==> src/rtl/nibble_serial_subtractor_if.sv <==
// Handshake bundle for nibble_serial_subtractor.
//   Producer side: in_valid, in_ready, a, b, borrow_in
//   Consumer side: out_valid, out_ready, diff, borrow_out
//   Status:        busy
// The "slave" modport is the subtractor. The "master" modport is the
// producer/consumer environment that drives it.
interface nibble_serial_subtractor_if #(
  parameter int unsigned WIDTH = 16
);
  logic             in_valid;
  logic             in_ready;
  logic [WIDTH-1:0] a;
  logic [WIDTH-1:0] b;
  logic             borrow_in;
  logic             out_valid;
  logic             out_ready;
  logic [WIDTH-1:0] diff;
  logic             borrow_out;
  logic             busy;

  modport slave (
    input  in_valid,
    input  a,
    input  b,
    input  borrow_in,
    input  out_ready,
    output in_ready,
    output out_valid,
    output diff,
    output borrow_out,
    output busy
  );

  modport master (
    output in_valid,
    output a,
    output b,
    output borrow_in,
    output out_ready,
    input  in_ready,
    input  out_valid,
    input  diff,
    input  borrow_out,
    input  busy
  );
endinterface

==> src/rtl/nibble_serial_subtractor.sv <==
// Serial multi-word subtractor. It computes a - b - borrow_in over WIDTH
// bits with a single 4-bit slice. Each clock handles one nibble, starting
// with the LSB nibble, and the borrow is carried between steps in a register.
//   clk   : rising-edge clock
//   rst_n : asynchronous active-low reset
//   bus   : slave modport of nibble_serial_subtractor_if
//           in_valid/in_ready/a/b/borrow_in  operand handshake
//           out_valid/out_ready/diff/borrow_out  result handshake
//           busy  high while an operation is in flight or awaiting pickup
// Latency is WIDTH/4 cycles from accept to out_valid. Every output comes
// either from a flop or from a decode of the state flops.
module nibble_serial_subtractor #(
  parameter int unsigned WIDTH = 16
) (
  input logic                          clk,
  input logic                          rst_n,
  nibble_serial_subtractor_if.slave    bus
);

  localparam int unsigned NIB  = WIDTH / 4;
  localparam int unsigned CW   = $clog2(NIB);
  // Bit offset of the current nibble is {cnt, 2'b00}.
  localparam int unsigned SELW = CW + 2;

  typedef enum logic [1:0] {
    StIdle = 2'd0,
    StRun  = 2'd1,
    StDone = 2'd2
  } state_e;

  state_e            state_q, state_d;
  logic [CW-1:0]     cnt_q, cnt_d;
  logic              br_q, br_d;
  logic [WIDTH-1:0]  a_q, a_d;
  logic [WIDTH-1:0]  b_q, b_d;
  logic [WIDTH-1:0]  diff_q, diff_d;

  logic [SELW-1:0]   nib_sel;
  logic [3:0]        a_nib;
  logic [3:0]        b_nib;
  logic [4:0]        step;

  // The shared 4-bit slice. Bit 4 of the 5-bit result is the borrow out.
  always_comb begin
    nib_sel = {cnt_q, 2'b00};
    a_nib   = a_q[nib_sel +: 4];
    b_nib   = b_q[nib_sel +: 4];
    step    = {1'b0, a_nib} - {1'b0, b_nib} - {4'b0000, br_q};
  end

  always_comb begin
    state_d = state_q;
    cnt_d   = cnt_q;
    br_d    = br_q;
    a_d     = a_q;
    b_d     = b_q;
    diff_d  = diff_q;

    unique case (state_q)
      StIdle: begin
        if (bus.in_valid) begin
          a_d     = bus.a;
          b_d     = bus.b;
          br_d    = bus.borrow_in;
          cnt_d   = '0;
          diff_d  = '0;
          state_d = StRun;
        end
      end
      StRun: begin
        diff_d[nib_sel +: 4] = step[3:0];
        br_d                 = step[4];
        if (cnt_q == CW'(NIB - 1)) begin
          state_d = StDone;
        end else begin
          cnt_d = cnt_q + 1'b1;
        end
      end
      StDone: begin
        // diff and br are held until the consumer takes the result.
        if (bus.out_ready) begin
          state_d = StIdle;
        end
      end
      default: state_d = StIdle;
    endcase
  end

  always_ff @(posedge clk or negedge rst_n) begin
    if (!rst_n) begin
      state_q <= StIdle;
      cnt_q   <= '0;
      br_q    <= 1'b0;
      a_q     <= '0;
      b_q     <= '0;
      diff_q  <= '0;
    end else begin
      state_q <= state_d;
      cnt_q   <= cnt_d;
      br_q    <= br_d;
      a_q     <= a_d;
      b_q     <= b_d;
      diff_q  <= diff_d;
    end
  end

  // Handshake outputs come straight from the state flops, so they have no
  // combinational path from any input.
  assign bus.in_ready   = (state_q == StIdle);
  assign bus.out_valid  = (state_q == StDone);
  assign bus.busy       = (state_q != StIdle);
  assign bus.diff       = diff_q;
  assign bus.borrow_out = br_q;

endmodule

==> src/flat_wrapper.sv <==
// flat-port wrapper written by rule: the top's interface ports become plain ports
module nibble_serial_subtractor_flat 
#(
  parameter int unsigned WIDTH = 16
)
  (clk, rst_n, bus_in_valid, bus_a, bus_b, bus_borrow_in, bus_out_ready, bus_in_ready, bus_out_valid, bus_diff, bus_borrow_out, bus_busy);
  nibble_serial_subtractor_if #(.WIDTH(WIDTH)) bus_i ();
  input logic clk;
  input logic rst_n;
  input wire logic [$bits(bus_i.in_valid)-1:0] bus_in_valid;
  input wire logic [$bits(bus_i.a)-1:0] bus_a;
  input wire logic [$bits(bus_i.b)-1:0] bus_b;
  input wire logic [$bits(bus_i.borrow_in)-1:0] bus_borrow_in;
  input wire logic [$bits(bus_i.out_ready)-1:0] bus_out_ready;
  output wire logic [$bits(bus_i.in_ready)-1:0] bus_in_ready;
  output wire logic [$bits(bus_i.out_valid)-1:0] bus_out_valid;
  output wire logic [$bits(bus_i.diff)-1:0] bus_diff;
  output wire logic [$bits(bus_i.borrow_out)-1:0] bus_borrow_out;
  output wire logic [$bits(bus_i.busy)-1:0] bus_busy;
  assign bus_i.in_valid = bus_in_valid;
  assign bus_i.a = bus_a;
  assign bus_i.b = bus_b;
  assign bus_i.borrow_in = bus_borrow_in;
  assign bus_i.out_ready = bus_out_ready;
  assign bus_in_ready = bus_i.in_ready;
  assign bus_out_valid = bus_i.out_valid;
  assign bus_diff = bus_i.diff;
  assign bus_borrow_out = bus_i.borrow_out;
  assign bus_busy = bus_i.busy;
  nibble_serial_subtractor #(.WIDTH(WIDTH)) u_core (.clk(clk), .rst_n(rst_n), .bus(bus_i));
endmodule
==> config.mk <==
export PLATFORM = sky130hd
export DESIGN_NAME = nibble_serial_subtractor_flat
export DESIGN_NICKNAME = d
export VERILOG_FILES = /design/src/rtl/nibble_serial_subtractor_if.sv /design/src/rtl/nibble_serial_subtractor.sv /design/src/flat_wrapper.sv
export SDC_FILE = /design/constraint.sdc
export NUM_CORES = 1
export LEC_CHECK = 0
export ABC_AREA = 1
export CAP_MARGIN = 20
export CORE_AREA = 2 2 96 98
export CTS_CLUSTER_SIZE = 40
export DETAILED_ROUTE_END_ITERATION = 10
export DIE_AREA = 0 0 98 100
export DONT_BUFFER_PORTS = 1
export SLEW_MARGIN = 15
export SYNTH_ARGS = -nofsm -noshare
export SYNTH_HDL_FRONTEND = slang
export SYNTH_SLANG_ARGS = --single-unit
==> constraint.sdc <==
create_clock -name clk -period 2.7 [get_ports clk]
set_input_delay 0.27 -clock clk [delete_from_list [all_inputs] [get_ports clk]]
set_output_delay 0.27 -clock clk [all_outputs]
set_load 0.01 [all_outputs]
# Word-level counts from Yosys, hierarchy flattened
# Cells that the tools add are included.
# word_totals
ff_bits	53
inputBits	37
out_inout_bits	20
word_cells	40
# classes
add_sub_neg	4
eq_ne	7
shift	4
n_mux	12
reduce_logical	7
# ops
op	n
16-bit one-hot mux with 2 select lines	1
16-bit by 5-bit variable part select with 4-bit output	2
16-bit bitwise mux	1
16-bit 2-to-1 mux	1
4-bit by 6-bit variable shift with 16-bit output (first input constant)	1
4-bit by 6-bit variable part select with 16-bit output	1
2-bit 2-to-1 mux	5
2-bit inequality test (second input constant)	3
4-bit negator with 6-bit output	1
2-bit one-hot mux with 3 select lines	1
3-bit AND reduction	2
4-bit by 4-bit subtractor with 5-bit output	1
5-bit by 1-bit subtractor with 5-bit output	1
2-bit equality test (second input constant)	2
2-bit one-hot mux with 2 select lines	1
2-bit AND reduction	2
2-bit nonzero test	2
2-bit by 1-bit adder with 2-bit output (second input constant)	1
2-bit by 1-bit equality test with 1-bit output (second input constant)	1
2-bit logical NOT	1
2-bit by 1-bit inequality test with 1-bit output (second input constant)	1
1-bit one-hot mux with 2 select lines	1
1-bit 2-to-1 mux	1

# Longest topological paths before layout
# Gate-level depths: netlist of the first run.
# depth
depth_word	6
ltp_mapped	14
ltp_nobuf	13

# Worst setup path before layout of the first run
# Ideal clock, no wire load.
# synth_timing
path_type	reg-to-reg
startpoint	register u_core.cnt_q[0]
endpoint	register u_core.diff_q[5] (netlist: u_core.bus.diff[5])
setup_time_ns	0.083
t_arrival_ns	2.405
t_required_ns	2.617
path_slack_ns	0.213
stages_incl_launch_ff	11
n_path_buf	1
period_less_slack_ns	2.487
cell_sequence	dfrtp_1 > inv_2 > clkbuf_1 > nand2_1 > a32o_1 > fa_1 > inv_1 > fa_1 > nor2_1 > nand2_1 > o21ai_0
# synth_between
elab_chain_len	6
elab_cells_between_ends	9
cone_classes	3 x add/sub; 4 x shift; 2 x mux
# synth_lines
element	line_no	source
from (decl)	nibble_serial_subtractor.sv:32	logic [CW-1:0] cnt_q, cnt_d;
from (signal assigned)	nibble_serial_subtractor.sv:99	cnt_q <= cnt_d;
16-bit by 5-bit variable part select with 4-bit output, on equally long branches	nibble_serial_subtractor.sv:46, nibble_serial_subtractor.sv:47	
4-bit by 4-bit subtractor with 5-bit output	nibble_serial_subtractor.sv:48	step = {1'b0, a_nib} - {1'b0, b_nib} - {4'b0000, br_q};
5-bit by 1-bit subtractor with 5-bit output	nibble_serial_subtractor.sv:48	
4-bit by 6-bit variable part select with 16-bit output	nibble_serial_subtractor.sv:71	diff_d[nib_sel +: 4] = step[3:0];
16-bit bitwise mux (*)	nibble_serial_subtractor.sv:71	
16-bit one-hot mux with 2 select lines (*)	nibble_serial_subtractor.sv:59	unique case (state_q)
to (signal assigned)	nibble_serial_subtractor.sv:103	diff_q <= diff_d;
to (decl)	nibble_serial_subtractor.sv:36	logic [WIDTH-1:0] diff_q, diff_d;
# Mark *: on every way between the ends. The rest lies on a longest branch, timed or not.
# A chain may end at the register's enable or synchronous reset.

# Worst setup path in the final report of the first run
# layout_timing
startpoint	register u_core.cnt_q[1]
endpoint	register u_core.diff_q[5] (netlist: u_core.bus.diff[5])
# The elaborated chain is that of the path after synthesis.

==> results of run 1 <==
==> per-stage QoR <==
stage | hold slack [ps] | instances
finish | 44.4 | 367
global route | 31.0 | 367
CTS | 37.0 | 367
detailed placement | -24.0 | 357
global placement | -23.9 | 357
floorplan | -25.6 | 248
==> critical path, stage by stage, from the launching register on <==
cell and delay [ps]:
dfrtp_1 390, inv_1 190, a21oi_1 90, a32o_1 240, fa_1 420, inv_1 90, fa_1 440, nor2_1 160
nand2_1 90, o21ai_0 160
==> worst paths after layout <==
| path | start | slack [ps] | endpoint |
|---|---|---|---|
| min in group asynchronous | rst_n | 460 | u_core.bus.diff[7]$_DFFE_PN0P_ |
| setup reg to reg | u_core.cnt_q[1]$_DFFE_PN0P_ | 360 | u_core.bus.diff[5]$_DFFE_PN0P_ |
| setup / recovery | u_core.cnt_q[1]$_DFFE_PN0P_ | 360 | u_core.bus.diff[5]$_DFFE_PN0P_ |
| max in group asynchronous | rst_n | 2000 | u_core.bus.borrow_out$_DFFE_PN0P_ |
| hold / removal | bus_out_ready | 40 | u_core.state_q[1]$_DFFE_PN0P_ |
| hold reg to reg | u_core.b_q[6]$_DFFE_PN0P_ | 510 | u_core.b_q[6]$_DFFE_PN0P_ |
==> registers in the layout, indices dropped and copies added, names as in the netlist <==
name and cells:
u_core.state_q 2, u_core.bus.borrow_out 1, u_core.a_q 16, u_core.bus.diff 16, u_core.b_q 16, u_core.cnt_q 2
==> synth_stat cells <==
cell,count
buf_2,4
nor4_2,1
a32oi_1,1
a31oi_1,1
ha_1,8
nor2_1,16
nand3_1,14
nor3_1,1
inv_1,30
fa_1,2
o22ai_1,5
o21bai_1,1
nand2_2,1
nand4_1,2
nand2_1,36
o31ai_1,1
mux2_2,32
buf_4,2
clkbuf_1,2
nor4_1,1
a21oi_1,4
o21ai_1,9
inv_2,1
nor2_4,1
dfrtp_1,53
a32o_1,3
o21ai_0,16
==> placed cells by master, fill, tap and decap left out, drive strengths merged <==
cell type,synthesis,layout
nand3,14,14
o21ai,25,25
o31ai,1,1
dlygate4sd3,0,1
nor4,2,2
nand4,2,2
fa,2,2
nand2,37,37
a31oi,1,1
o21bai,1,1
a21oi,4,4
inv,31,31
dfrtp,53,53
o22ai,5,5
bufinv,0,1
mux2,32,32
clkbuf,2,7
nor3,1,1
a32oi,1,1
nor2,17,17
buf,6,7
a32o,3,3
ha,8,8
==> layout make-up <==
class / count / area, um^2
Timing Repair Buffer: 8 / 82.6
Tap cell: 111 / 139
Multi-Input combinational cell: 156 / 1060
Sequential cell: 53 / 1330
Clock inverter: 1 / 30.0
Fill cell: 910 / 6050
Inverter: 31 / 116
Clock buffer: 7 / 86.3
==> kinds of logic (layout without fill, tap and decap cells) <==
logic type / after synthesis / after routing / share of synthesized area [%]
AO/OA/AOI/OAI: 41 / 41 / 9.31
adder cells (fa/ha/maj): 10 / 10 / 5.51
AND/OR/NAND/NOR: 73 / 73 / 12.6
multiplexers: 32 / 32 / 14.2
buffers and inverters: 39 / 47 / 6.25
flip-flops: 53 / 53 / 52.2
==> metal layers <==
layer / up-vias / share of wire (%)
met3: 4 / 7.8
met5: - / 0
met1: 866 / 42
met4: 0 / 0.58
met2: 49 / 50
li1: 842 / -
==> power groups by stage <==
stage / registers, mW / logic [mW] / clock network [mW]
after floorplan: 1.33 / 1.49 / 0
after global placement: 1.41 / 1.84 / 0
after detailed placement: 1.42 / 1.89 / 0
after CTS: 1.40 / 1.91 / 0.582
after global routing: 1.44 / 2.18 / 0.617
final: 1.39 / 1.88 / 0.570
==> repair_timing <==
action                     in CTS  in global routing
hold buffers                    2                  0
setup endpoints to repair       0                  0
buffers inserted                0                  0
hold endpoints to repair       53                  0
==> flow_summary.json, run 1 <==
{
  "status": "finished, final reports clean",
  "hpwl_um": 4370,
  "routed_wl_um": 5660,
  "syn_area_mm2": 0.00254,
  "first_global_vias": 1850,
  "crit_path_end_kind": "register",
  "ctsResizeCount": 0,
  "top_usage_layer": "met2",
  "maxSlewHeadroom_pct": 69.9,
  "drv_slew": 0,
  "final_net_count": 302,
  "clkPwrFrac_pct": 14.8,
  "clk_pin_slew_ps": 90,
  "hold_depth": 1,
  "period_needed_ps": 2340,
  "grt-ovfl-total": 0,
  "ys_seq_elements": 53,
  "numCtsBuffers": 5,
  "p_sw_mw": 1.61,
  "final_core_util_pct": 31.9,
  "cp.required_ps": 2940,
  "grtUsageTotal_pct": 12.1,
  "antenna_found_initial": 0,
  "final_cell_area_mm2": 0.00284,
  "internal_power_mw": 2.23,
  "synth_top_area_share_pct": 52.2,
  "die_w_um": 98,
  "setup_tns_ps": 0,
  "worstPathMaxFanout": 7,
  "cts_tree": "built",
  "path_class": "reg -> reg",
  "place_area_mm2": 0.00268,
  "layout-drive-gt1-share_pct": 19.5,
  "dp_slack_ps": 368,
  "gp_congestion": 0.826,
  "p_per_area_mw_per_mm2": 1360,
  "synth_top_area_cell": "dfrtp_1",
  "clock_skew_ps": 7.88,
  "dieArea_mm2": 0.00980,
  "yosys-top-cells-area": "dfrtp_1, mux2_2, nand2_1, inv_1, ha_1",
  "wl_per_cell_um": 15.4,
  "ys_types": 27,
  "syn_nets": 295,
  "ys_warn_count": 0,
  "cts_sinks": 53,
  "setup_violations": 0,
  "ant_nets": 0,
  "grt_max_degree": 54,
  "postSynthAreaPerCell_um2": 10.2,
  "final.period_utilization_pct": 86.5,
  "tightestPinTransition_ps": 448,
  "finalWorstSetupSlack_ps": 364,
  "p_leak_nw": 1.27,
  "clockBufferDepth": 2,
  "syn_inst": 248,
  "grt_use_met2_pct": 20.7,
  "timing.fmax_mhz": 428,
  "combPwrFrac_pct": 48.9,
  "vias_per_cell": 4.80,
  "ys_seq_area_share_pct": 52.2,
  "grt_util_met3_pct": 5.57,
  "die_y_um": 100,
  "post-route-drc-count": 0,
  "first_pass_iters": 4,
  "clock_latency_ps": 310,
  "cp.arrival_ps": 2570,
  "crit_path_start_kind": "register",
  "drt_iter0_markers": 36,
  "hold_violations": 0,
  "max_cap_violations": 0,
  "rsz0062_at_grt": "false",
  "coreArea_mm2": 0.00889,
  "numPortBuffers": 0,
  "p_seq_share_pct": 36.2,
  "area_growth_pct": 11.6,
  "sw_frac_of_total_pct": 42.0,
  "grt_pass1_wl_um": 9250,
  "root_buffer": "clkbuf_8",
  "cts.htree.levels": 2,
  "p_total_mw": 3.85,
  "initial_core_util_pct": 28.6,
  "hp-class": "in -> reg",
  "io_pins": 57,
  "core.rowCount": 35,
  "ff2ff_path_depth": 9,
  "use_met1_pct": 14.1,
  "vias": 1761,
  "num_antenna_cells": 0,
  "peakVddDrop_mv": 0.439
}
No activity file was read; power rests on OpenSTA's default activity.
==> run 2: changes to the inputs <==
- CORE_AREA: 2 2 96 98 -> 2 2 73 127
- DIE_AREA: 0 0 98 100 -> 0 0 75 129
==> flow_summary.json, run 2 (same netlist as run 1, synthesis figures left out) <==
{
  "status": "finished, final reports clean",
  "vias_per_cell": 4.71,
  "peakVddDrop_mv": 0.406,
  "cts_tree": "built",
  "initial_core_util_pct": 29.5,
  "regArea_mm2": 0.00133,
  "area_growth_pct": 12.9,
  "clock_skew_ps": 4.39,
  "setup_tns_ps": 0,
  "clk_pin_slew_ps": 70,
  "root_buffer": "clkbuf_16",
  "nFillCells": 886,
  "drv_slew": 0,
  "die_w_um": 75,
  "grt_pass1_wl_um": 9140,
  "first_global_vias": 1841,
  "grt-ovfl-total": 0,
  "dp_slack_ps": 357,
  "io_pins": 57,
  "layout-drive-gt1-share_pct": 19.3,
  "antenna_found_initial": 0,
  "gp_congestion": 0.805,
  "routed_wl_um": 5740,
  "worstPathMaxFanout": 9,
  "numPortBuffers": 0,
  "final.period_utilization_pct": 87.0,
  "dieArea_mm2": 0.00968,
  "numCtsBuffers": 5,
  "crit_path_end_kind": "register",
  "die_y_um": 129,
  "period_needed_ps": 2350,
  "coreArea_mm2": 0.00861,
  "p_leak_nw": 1.27,
  "multiInputGateArea_mm2": 0.00106,
  "maxSlewHeadroom_pct": 65.8,
  "cts_sinks": 53,
  "max_cap_violations": 0,
  "crit_path_start_kind": "register",
  "drt_iter0_markers": 74,
  "timing.fmax_mhz": 425,
  "clock_latency_ps": 290,
  "layout_commonest_cell": "dfrtp_1",
  "clockBufferDepth": 2,
  "core.rowCount": 45,
  "finalWorstSetupSlack_ps": 350,
  "hold_violations": 0,
  "num_antenna_cells": 0,
  "p_per_area_mw_per_mm2": 1370,
  "vias": 1747,
  "hpwl_um": 4530,
  "cp.arrival_ps": 2570,
  "post-route-drc-count": 0,
  "rsz0062_at_grt": "false",
  "wl_per_cell_um": 15.5,
  "cts.htree.levels": 2,
  "ant_nets": 0,
  "path_class": "reg -> reg",
  "tightestPinTransition_ps": 508,
  "final_net_count": 300,
  "setup_violations": 0,
  "hp-class": "in -> reg",
  "first_pass_iters": 4,
  "cp.required_ps": 2920,
  "grt_max_degree": 54,
  "layout_common_cells": "dfrtp_1, nand2_1, mux2_2",
  "grtUsageTotal_pct": 12.8
}
==> run 2: cell count changes in the layout (fill, tap and decap cells not counted), sizes merged <==
cell    before  now
buf          7    5
clkinv       0    1
inv         31   32
clkbuf       7    6
bufinv       1    0
==> run 2: timing repair <==
item / in CTS / in global routing
gates resized for setup: 0 / 0
setup buffers: 0 / 0
hold buffers: 2 / 0
endpoints found under the hold margin: 53 / 0
==> run 2: final cells by class <==
cell class                 count  area share, %
clock buffer                   6           4.84
timing repair buffer           6           2.35
clock inverter                 2          0.611
inverter                      31           4.06
tap                          117           5.10
multi-input combinational    156           36.8
sequential                    53           46.2
==> run 2: through the flow <==
step           power [mW]  std cells  util (%)  area, um^2  hold WS, ps
3_5_place_dp         3.29        361      31.1        2680        -24.2
5_1_grt              4.30        371      33.3        2870         67.6
2_1_floorplan        2.82        248         -        2540        -25.6
3_3_place_gp         3.24        361      31.1        2680        -24.4
6_report             3.93        371      33.3        2870         68.3
4_1_cts              3.99        371      33.3        2870         59.7
==> run 2: final timing paths <==
kind / from / endpoint / cells after the start / slack, ps
worst max register to register: u_core.cnt_q[0]$_DFFE_PN0P_ / u_core.bus.diff[5]$_DFFE_PN0P_ / 9 / 350
worst min-delay path: bus_out_ready / u_core.state_q[1]$_DFFE_PN0P_ / 1 / 70
worst max-delay path: u_core.cnt_q[0]$_DFFE_PN0P_ / u_core.bus.diff[5]$_DFFE_PN0P_ / 9 / 350
max in group asynchronous: rst_n / u_core.bus.diff[3]$_DFFE_PN0P_ / 2 / 1980
min in group asynchronous: rst_n / u_core.b_q[10]$_DFFE_PN0P_ / 2 / 470
worst min register to register: u_core.a_q[1]$_DFFE_PN0P_ / u_core.a_q[1]$_DFFE_PN0P_ / 1 / 510
==> run 2: power breakdown <==
group          internal [mW]  total, mW  switching [mW]
Clock                  0.374      0.659           0.285
Sequential              1.14       1.41           0.273
Combinational          0.778       1.86            1.08
==> run 2: worst max-delay path, cell delays in order (launching register included) <==
cell     delay, ps
dfrtp_1        480
inv_2          170
nand2_1         70
a32o_1         250
fa_1           420
inv_1           90
fa_1           440
nor2_1         130
nand2_1         80
o21ai_0        150
==> run 2: routing by layer <==
metal	vias to the layer above	global-route usage (%)	share of wire, %
met3	8	4.23	6.5
met4	0	6.20	2.6
met5	-	0	0
met1	857	12.2	34
li1	840	-	-
met2	42	23.5	57
==> run 3: changes to the inputs <==
- ABC_AREA: 1 -> default
- CORE_AREA: 2 2 73 127 -> 2 2 73 126
- DIE_AREA: 0 0 75 129 -> 0 0 75 128
==> flow_summary.json, run 3 <==
{
  "status": "finished, final reports clean",
  "timing.fmax_mhz": 404,
  "grt_pass1_wl_um": 8050,
  "layout-drive-gt1-share_pct": 28.2,
  "synth_top_area_share_pct": 52.9,
  "dp_cells": 310,
  "routed_wl_um": 5180,
  "stdcell_count": 319,
  "ys_types": 31,
  "first_pass_iters": 4,
  "p_leak_nw": 1.25,
  "ys_warn_count": 0,
  "maxSlewHeadroom_pct": 72.3,
  "clockBufferDepth": 2,
  "ff2ff_path_depth": 8,
  "nFillCells": 861,
  "cp_slowest_stage_delay_ps": 500,
  "min_from": "bus_out_ready",
  "synthMuxAreaShare_pct": 22.2,
  "coreArea_mm2": 0.00861,
  "cts_tree": "built",
  "rsz0062_at_grt": "false",
  "ant_nets": 0,
  "vias_per_cell": 4.52,
  "initial_core_util_pct": 29.1,
  "crit_path_start_kind": "register",
  "layout_commonest_cell": "dfrtp_1",
  "setup_violations": 0,
  "worstHoldEndpoint": "u_core.state_q[1]$_DFFE_PN0P_",
  "syn_area_mm2": 0.00250,
  "yosysMostFrequentCell": "dfrtp_1",
  "clk_pin_slew_ps": 70,
  "post-route-drc-count": 0,
  "final.period_utilization_pct": 91.6,
  "root_buffer": "clkbuf_16",
  "postSynthAreaPerCell_um2": 12.8,
  "grt-ovfl-total": 0,
  "cp.required_ps": 2870,
  "num_antenna_cells": 0,
  "drt_iter0_markers": 55,
  "cts_sinks": 53,
  "synth_top_area_cell": "dfrtp_1",
  "p_per_area_mw_per_mm2": 1490,
  "yosys-top-cells-area": "dfrtp_1, mux2_2, mux4_2, ha_1, nand2_1",
  "ys_seq_area_share_pct": 52.9,
  "worstReg2RegStart": "u_core.cnt_q[0]$_DFFE_PN0P_",
  "syn_inst": 195,
  "cp.arrival_ps": 2640,
  "numCtsBuffers": 5,
  "async_flop_share_pct": 100,
  "path_class": "reg -> reg",
  "yosys-top-cells-count": "dfrtp_1, mux2_2, nand2_1",
  "multiInputGateArea_mm2": 0.00108,
  "synth_xor_area_share_pct": 1.35,
  "ys_seq_elements": 53,
  "place_area_mm2": 0.00265,
  "setup_tns_ps": 0,
  "hold_violations": 0,
  "numPortBuffers": 0,
  "grt_max_degree": 54,
  "syn_nets": 242,
  "gp_congestion": 0.798,
  "synthAdderAreaFrac_pct": 5.59,
  "cts.htree.levels": 2,
  "synth_compound_area_share_pct": 7.09,
  "synth-edff-count": 0,
  "antenna_found_initial": 0,
  "die_w_um": 75,
  "hp-class": "in -> reg",
  "max_cap_violations": 0,
  "final_core_util_pct": 33.1,
  "drv_slew": 0,
  "synth_top_family_by_area": "multiplexers",
  "io_pins": 57,
  "hold_depth": 1,
  "final_cell_area_mm2": 0.00286,
  "r2r-end": "u_core.bus.borrow_out$_DFFE_PN0P_",
  "die_y_um": 128,
  "postCtsSetupRepairBufs": 0,
  "wl_per_cell_um": 16.2,
  "synth-simple-area-share_pct": 6.99,
  "synth-main-ff-cell": "dfrtp_1",
  "hpwl_um": 3960,
  "regArea_mm2": 0.00133,
  "crit_path_end_kind": "register",
  "core.rowCount": 45,
  "clock_skew_ps": 9.11,
  "peakVddDrop_mv": 0.550,
  "cp_common_cell": "ha_1",
  "critical_path.cell_chain": "buf_4 -> mux4_2 -> ha_1 -> inv_1 -> ha_1 -> a21oi_1 -> xor2_1 -> a221o_1",
  "tightestPinTransition_ps": 414,
  "clock_latency_ps": 290,
  "dieArea_mm2": 0.00960,
  "grtUsageTotal_pct": 11.3,
  "worstPathMaxFanout": 6,
  "slowest_stage": "mux4_2",
  "vias": 1443,
  "area_growth_pct": 14.0,
  "r2r_slack_ps": 230,
  "layout_common_cells": "dfrtp_1, mux2_2, nand2_1",
  "first_global_vias": 1587,
  "period_needed_ps": 2470,
  "final_net_count": 249
}
run 3: cell types whose count changed after synthesis, sizes merged, moves of 5 or more:
| cell | delta |
|---|---|
| inv | -17 |
| nand2 | -15 |
| nand3 | -14 |
| nor2 | -14 |
| mux4 | +8 |
| o21ai | -8 |
| o22ai | -5 |
run 3: power by group:
group | internal [mW] | switching, mW
registers | 1.16 | 0.282
logic | 1.02 | 1.07
clock network | 0.435 | 0.274
run 3: cell families (layout without fill, tap and decap cells):
group | count (synthesis) | count (layout)
muxes | 41 | 41
AOI/OAI and AO/OA | 29 | 29
DFF | 53 | 53
xor gates and xnor gates | 3 | 3
and+or+nand+nor | 37 | 37
buffers and inverters | 22 | 29
adders and majority gates | 10 | 10
run 3: worst max-delay path: cells and delay by family, from the launching register on:
kind,cells,cell delay (ps)
buffers and inverters,2,220
xor gates and xnor gates,1,80
DFF,1,470
adders and majority gates,2,620
AOI/OAI and AO/OA,2,460
muxes,1,500
run 3: worst max-delay path by stage:
stage,startpoint,cells past startpoint,slack (ps),to
finish,u_core.cnt_q[0]$_DFFE_PN0P_,8,230,u_core.bus.borrow_out$_DFFE_PN0P_
global route,u_core.cnt_q[0]$_DFFE_PN0P_,9,40,u_core.bus.borrow_out$_DFFE_PN0P_
CTS,u_core.cnt_q[0]$_DFFE_PN0P_,8,70,u_core.bus.borrow_out$_DFFE_PN0P_
detailed placement,u_core.cnt_q[0]$_DFFE_PN0P_,8,100,u_core.bus.borrow_out$_DFFE_PN0P_
global placement,u_core.cnt_q[0]$_DFFE_PN0P_,8,160,u_core.bus.borrow_out$_DFFE_PN0P_
floorplan,u_core.cnt_q[0]$_DFFE_PN0P_,10,80,u_core.bus.borrow_out$_DFFE_PN0P_
run 3: area by class of cell:
class                           instances  share of cell area (%)
Clock inverter                          2                    1.36
Tap cell                              117                    5.13
Timing Repair Buffer                    8                    2.89
Inverter                               14                    1.84
Sequential cell                        53                    46.5
Clock buffer                            5                    4.38
Multi-Input combinational cell        120                    37.9
run 3: per-layer routing:
layer	vias to the layer above	track usage (%)	part of all wire [%]
li1	690	-	-
met1	706	12.2	37
met2	43	20.6	56
met3	4	3.38	5.9
met4	0	2.84	0.87
met5	-	0	0
run 3: per-stage QoR:
| stage | setup slack, ps | hold WS (ps) | power, mW |
|---|---|---|---|
| floorplan | 83.1 | -25.6 | 2.95 |
| global placement | 157 | -23.9 | 3.54 |
| detailed placement | 104 | -23.9 | 3.59 |
| CTS | 68.3 | 77.9 | 4.33 |
| global route | 41.7 | 110 | 4.61 |
| finish | 226 | 85.4 | 4.24 |
run 3: repair_timing:
action                                  in CTS  in global routing
endpoints found under the setup margin       0                  1
gates resized for setup                      0                  1
endpoints found under the hold margin       53                  0
hold buffers                                 2                  0
